$ cat config.mk
export PLATFORM = sky130hd
export DESIGN_NAME = mips_multicycle_control
export DESIGN_NICKNAME = d
export VERILOG_FILES = /design/src/rtl/mips_multicycle_control.sv
export SDC_FILE = /design/constraint.sdc
export NUM_CORES = 1
export LEC_CHECK = 0
export CAP_MARGIN = 20
export CORE_MARGIN = 4
export CORE_UTILIZATION = 25
export DETAILED_ROUTE_END_ITERATION = 10
export PLACE_DENSITY = 0.62
export REMOVE_ABC_BUFFERS = 1
export SYNTH_ARGS = -nofsm -noshare
export SYNTH_HDL_FRONTEND = slang
export SYNTH_SLANG_ARGS = --single-unit
$ cat constraint.sdc
create_clock -name clk -period 1.2 [get_ports clk]
set_input_delay 0.18 -clock clk [delete_from_list [all_inputs] [get_ports clk]]
set_output_delay 0.18 -clock clk [all_outputs]
set_load 0.01 [all_outputs]
$ cat src/rtl/mips_multicycle_control.sv
// mips_multicycle_control: main control FSM sequencing the multicycle MIPS datapath with memory-ready stalls
module mips_multicycle_control (
  input  logic       clk,
  input  logic       reset,
  input  logic [5:0] op,
  input  logic       zero,
  input  logic       mem_ready,
  output logic [1:0] aluop,
  output logic       alusrca,
  output logic [1:0] alusrcb,
  output logic [1:0] pcsrc,
  output logic       iord,
  output logic       regdst,
  output logic       memtoreg,
  output logic       irwrite,
  output logic       memwrite,
  output logic       regwrite,
  output logic       pcen,
  output logic       instr_done,
  output logic       illegal,
  output logic [3:0] state
);
  typedef enum logic [3:0] {
    FETCH   = 4'd0,
    DECODE  = 4'd1,
    MEMADR  = 4'd2,
    MEMRD   = 4'd3,
    MEMWB   = 4'd4,
    MEMWR   = 4'd5,
    EXECUTE = 4'd6,
    ALUWB   = 4'd7,
    BRANCH  = 4'd8,
    ADDIEX  = 4'd9,
    ADDIWB  = 4'd10,
    JUMP    = 4'd11
  } state_t;
  localparam logic [5:0] OP_R = 6'b000000, OP_LW = 6'b100011, OP_SW = 6'b101011;
  localparam logic [5:0] OP_BEQ = 6'b000100, OP_ADDI = 6'b001000, OP_J = 6'b000010;
  state_t state_q, state_d;
  always_ff @(posedge clk)
    state_q <= reset ? FETCH : state_d;
  assign state = state_q;
  always_comb begin
    state_d    = FETCH;
    aluop      = 2'b00;
    alusrca    = 1'b0;
    alusrcb    = 2'b00;
    pcsrc      = 2'b00;
    iord       = 1'b0;
    regdst     = 1'b0;
    memtoreg   = 1'b0;
    irwrite    = 1'b0;
    memwrite   = 1'b0;
    regwrite   = 1'b0;
    pcen       = 1'b0;
    instr_done = 1'b0;
    illegal    = 1'b0;
    case (state_q)
      FETCH: begin
        alusrcb = 2'b01;
        irwrite = mem_ready;
        pcen    = mem_ready;
        state_d = mem_ready ? DECODE : FETCH;
      end
      DECODE: begin
        alusrcb = 2'b11;
        case (op)
          OP_LW, OP_SW: state_d = MEMADR;
          OP_R:         state_d = EXECUTE;
          OP_BEQ:       state_d = BRANCH;
          OP_ADDI:      state_d = ADDIEX;
          OP_J:         state_d = JUMP;
          default:      illegal = 1'b1;
        endcase
      end
      MEMADR: begin
        alusrca = 1'b1;
        alusrcb = 2'b10;
        state_d = (op == OP_LW) ? MEMRD : MEMWR;
      end
      MEMRD: begin
        iord    = 1'b1;
        state_d = mem_ready ? MEMWB : MEMRD;
      end
      MEMWB: begin
        memtoreg   = 1'b1;
        regwrite   = 1'b1;
        instr_done = 1'b1;
      end
      MEMWR: begin
        iord       = 1'b1;
        memwrite   = 1'b1;
        instr_done = mem_ready;
        state_d    = mem_ready ? FETCH : MEMWR;
      end
      EXECUTE: begin
        alusrca = 1'b1;
        aluop   = 2'b10;
        state_d = ALUWB;
      end
      ALUWB: begin
        regdst     = 1'b1;
        regwrite   = 1'b1;
        instr_done = 1'b1;
      end
      BRANCH: begin
        alusrca    = 1'b1;
        aluop      = 2'b01;
        pcsrc      = 2'b01;
        pcen       = zero;
        instr_done = 1'b1;
      end
      ADDIEX: begin
        alusrca = 1'b1;
        alusrcb = 2'b10;
        state_d = ADDIWB;
      end
      ADDIWB: begin
        regwrite   = 1'b1;
        instr_done = 1'b1;
      end
      JUMP: begin
        pcsrc      = 2'b10;
        pcen       = 1'b1;
        instr_done = 1'b1;
      end
      default: state_d = FETCH;
    endcase
    // reset abandons any instruction in flight, so every strobe is gated off
    if (reset) begin
      irwrite    = 1'b0;
      memwrite   = 1'b0;
      regwrite   = 1'b0;
      pcen       = 1'b0;
      instr_done = 1'b0;
      illegal    = 1'b0;
    end
  end
endmodule

# Word level (Yosys, flattened, before mapping)
# Cells that the tools add are included.
# word_totals
regBits	4
out_inout_bits	20
# classes
n_eq_ne	16
n_mux	26
n_reduce_logical	9
# op_table
op	n
$pmux 4 s7	1
$pmux 4 s5	1
$eq 4x3->1 const B	4
$eq 4x4->1 const B	4
$mux 1	16
$eq 6x6->1 const B	2
$mux 3	3
$eq 4x2->1 const B	2
$pmux 2 s2	2
$eq 6x2->1 const B	1
$eq 6x3->1 const B	1
$eq 6x4->1 const B	1
$logic_not 6->1	1
$pmux 2 s3	1
$reduce_or 2->1	3
$reduce_or 6->1	1
$reduce_or 5->1	1
$eq 4x1->1 const B	1
$logic_not 4->1	1
$reduce_or 4->1	1
$pmux 1 s3	1
$reduce_or 3->1	1
$pmux 1 s2	1

# Logic depth before layout (Yosys ltp)
# Gate-level depths: netlist (run 1).
# logic_depth
depth_word	5
ltp_mapped	5
ltp_nobuf	4

# Least setup slack after synthesis (run 1)
# OpenSTA, ideal clock, no wires.
# synth_timing
path_kind	register to output
start	register state_q[0], in the netlist state[0]
end	output port instr_done
arrival_ps	1524
t_required_ps	1020
slack_ps	-504
path_stages_with_launch	5
n_path_buf	1
path_cell_list	dfxtp_1 -> buf_2 -> nand2b_2 -> nand2_1 -> a2111oi_0
# synth_via
elab_chain_cells	4
elab_cells_between_ends	9
# synth_rtl
item	line	rtl
start, declared	39	state_t state_q, state_d;
start signal, assigned	41	state_q <= reset ? FETCH : state_d;
$eq 4x4->1 / $eq 4x3->1 (equally long branches)	58	case (state_q)
$reduce_or 5->1 (no source line)	--	
$pmux 1 s2 *	58	
$mux 1 *	130	if (reset) begin
end, declared	19	output logic instr_done,
# Mark *: on every way between the ends. The rest lies on a longest branch, timed or not.

# Worst setup path in the final report (run 1)
# layout_timing
start	register state_q[0], in the netlist state[0]
end	output port pcen
# layout_via
elab_chain_cells	3
elab_cells_between_ends	5
# layout_rtl
item	line	rtl
$eq 4x4->1 / $logic_not 4->1 (equally long branches)	58	
$pmux 1 s3 *	58	
$mux 1 *	130	
end, declared	18	output logic pcen,
# Marks and branches as above.

==> summary.md, run 1 <==
| Metric | Value |
|---|---|
| Setup ws final | -0.372 ns |
| Buf/Inv on CP | 1 |
| Critical Path Sink Type | primary output |
| Critical path's top delay family | flip-flops |
| Worst hold slack | 0.490 ns |
| EDFF count, synth | 0 |
| RSZ-0062 raised after global routing | true |
| Post-layout minimum cycle time | 1.57 ns |
| Die Y | 53.2 um |
| DRT antenna net count | 0 |
| Initial antenna violation count | 0 |
| Vias in the first global route | 940 |
| Initial Util | 26.1% |
| Total track usage | 19.7% |
| Inserted Diodes | 0 |
| Most common cell in the netlist | nor2_1 |
| Worst vdd ir | 506 uV |
| Worst path required time | 1.02 ns |
| Total power draw | 0.553 mW |
| Worst hold path type | input port to register |
| Core Region | 1960 um2 |
| Least-Margin Pin Slew | 0.380 ns |
| Final Cycle Share | 131% |
| Max_slew headroom | 74.7% |
| Fraction of layout cells with a size suffix above 1 | 77.3% |
| Crit path kind | register to primary output |
| Largest net degree at the start of global routing | 9 |
| Final hold viol count | 0 |
| Share of the synthesized area in the top cell type | 15.6% |
| Sequential share of the synthesized area | 15.6% |
| GR Overflow Total | 0 |
| DRC Markers | 0 |
| Max cap viols | 0 |
| Slowest-stage cell, CP | dfxtp_4 |
| Die ar. | 2840 um2 |
| Setup crit start kind | register |
| Achievable Freq | 0.636 GHz |
| Num Clock Sinks | 4 |
| Post-route cell area | 1440 um2 |
| Synth Register Bits | 4 |
| Status | complete, but fails checks |
| Placer Congestion | 0.810 |
| Cells after Synth | 77 |
| Failing checks | negative setup slack |
| Post-synth ARST share | 0% |
| Router iterations before antenna repair | 4 |
| Die Wd | 53.2 um |
| Hold-fix buffers at CTS | 0 |
| CTS root buf | clkbuf_4 |
| Synth warn | 0 |
| Post-synth top cells | nor2_1 (12), nor3_1 (7), a21oi_1 (6) |
| Num CTS Buffers | 3 |
| Num ports | 30 |
| TritonCTS clock tree | yes |
| Reg clk slew, reported paths | 0.04 ns |
| Top FF cell, synth | dfxtp_1 |
| Leakage | 0.627 nW |
| Buffers added on ports | 29 |
| Hpwl dp | 1.78 mm |
| Mapped cell area | 512 um2 |
| Final wirelength | 3.01 mm |
| Clock Skews | 0.000670 ns |
| CTS H-tree depth | 1 |
| Dpl cell area | 1070 um2 |
| Fill cells | 137 |
| Area growth, synth to finish | 182% |
| Fin nets | 166 |
| Clk buf depth | 2 |
| Global-route wire length before repair | 4.12 mm |
| CP arrival | 1.39 ns |
| Vias/cell | 5.23 |
| Cell Pwr Density | 383 nW/um2 |
| WL/cell | 16.6 um |
| Clock latency on the worst-skew pair | 0.22 ns |
| Largest stage delay, worst path | 0.40 ns |
| Synth top area cells | dfxtp_1 (16%), nor2_1 (8.8%), nor3_1 (6.8%), a21oi_1 (5.9%), nand2b_1 (4.9%) |
| DR iter-0 viols | 23 |
| Max-slew violations | 0 |
| Final setup vio count | 21 |
| Via count | 946 |
| Synth unique cells | 33 |
| Row count | 16 |
| Fin util | 73.6% |
| Max reg flops | 4 |
| Worst-path fanout max | 6 |
| Avg Inst Size Synth | 6.65 um2 |
| Critical-path cell list | nand2_2, a21boi_1, mux2_2, nor3_2, buf_2 |
| Yosys top cell by area | dfxtp_1 |
==> layer usage <==
metal	up-vias	GRT usage (%)	wire length, um
li1	447	-	-
met1	441	20.3	1150
met2	50	37.8	1590
met3	8	3.66	198
met4	0	8.09	70
met5	-	0	0
==> through the flow <==
step	cells	TNS [ns]	worst slack [ns]
after floorplan	71	-2.24	-0.639
after global placement	162	-10.49	-0.821
after detailed placement	162	-10.93	-0.917
after CTS	174	-3.86	-0.348
after global routing	181	-5.56	-0.426
final	181	-4.34	-0.372
==> what timing repair did <==
| item | CTS | global route |
|---|---|---|
| endpoints found under the setup margin | 24 | 23 |
| resized for setup | 137 | 34 |
| setup buffers | 9 | 7 |
| pin swaps | 13 | 14 |
==> path summary, 6_finish.rpt <==
check | startpoint | end | slack [ns] | cells after the start
worst max-delay path | state[0] | pcen | -0.37 | 5
worst min register to register | state[3] | state[3] | 0.70 | 3
worst min-delay path | op[5] | state[1] | 0.49 | 5
worst max register to register | state[1] | state[1] | -0.34 | 6
==> layout by cell type, fill, tap and decap left out, types with 4 or more instances in the layout <==
cell            n
dlygate4sd2_1   4
nor2_1          4
buf_2          16
buf_6          12
dfxtp_4         4
a21oi_2         4
nor3_4          4
buf_4          37
nand2b_4        4
nor2_2          5
==> tightest hold or removal path: cells and delay by family <==
family | cells | cell delay (ns)
AO/OA/AOI/OAI | 2 | 0.16
buffers and inverters | 2 | 0.25
AND/OR/NAND/NOR | 1 | 0.08
==> logic make-up (layout without fill, tap and decap cells) <==
family | count (synthesis) | count (layout) | share of synthesized area, %
multiplexers | 1 | 1 | 2.20
AND/OR/NAND/NOR | 39 | 39 | 41.1
buffers and inverters | 8 | 85 | 7.58
AO/OA/AOI/OAI | 23 | 23 | 30.1
XOR/XNOR | 2 | 2 | 3.42
flip-flops | 4 | 4 | 15.6
==> area by class of cell <==
cell class              count  area, um2  area share [%]
well taps                  27       33.8            2.34
clock buffers               3       22.5            1.56
repair buffers             80        644            44.6
flip-flops and latches      4       95.1            6.59
multi-input cells          65        636            44.0
inverters                   2       12.5           0.867
==> report_power, final <==
group,switching [mW],internal [mW]
sequential,0.00841,0.130
combinational,0.121,0.133
clock,0.0487,0.111
total,0.178,0.374
No activity file was read; power rests on OpenSTA's default activity.
==> run 2, diff against run 1 <==
Settings changed: RECOVER_POWER set to 25.
==> results of run 2 <==
Same layout as run 1: the final DEF is identical, and so are final timing and power.
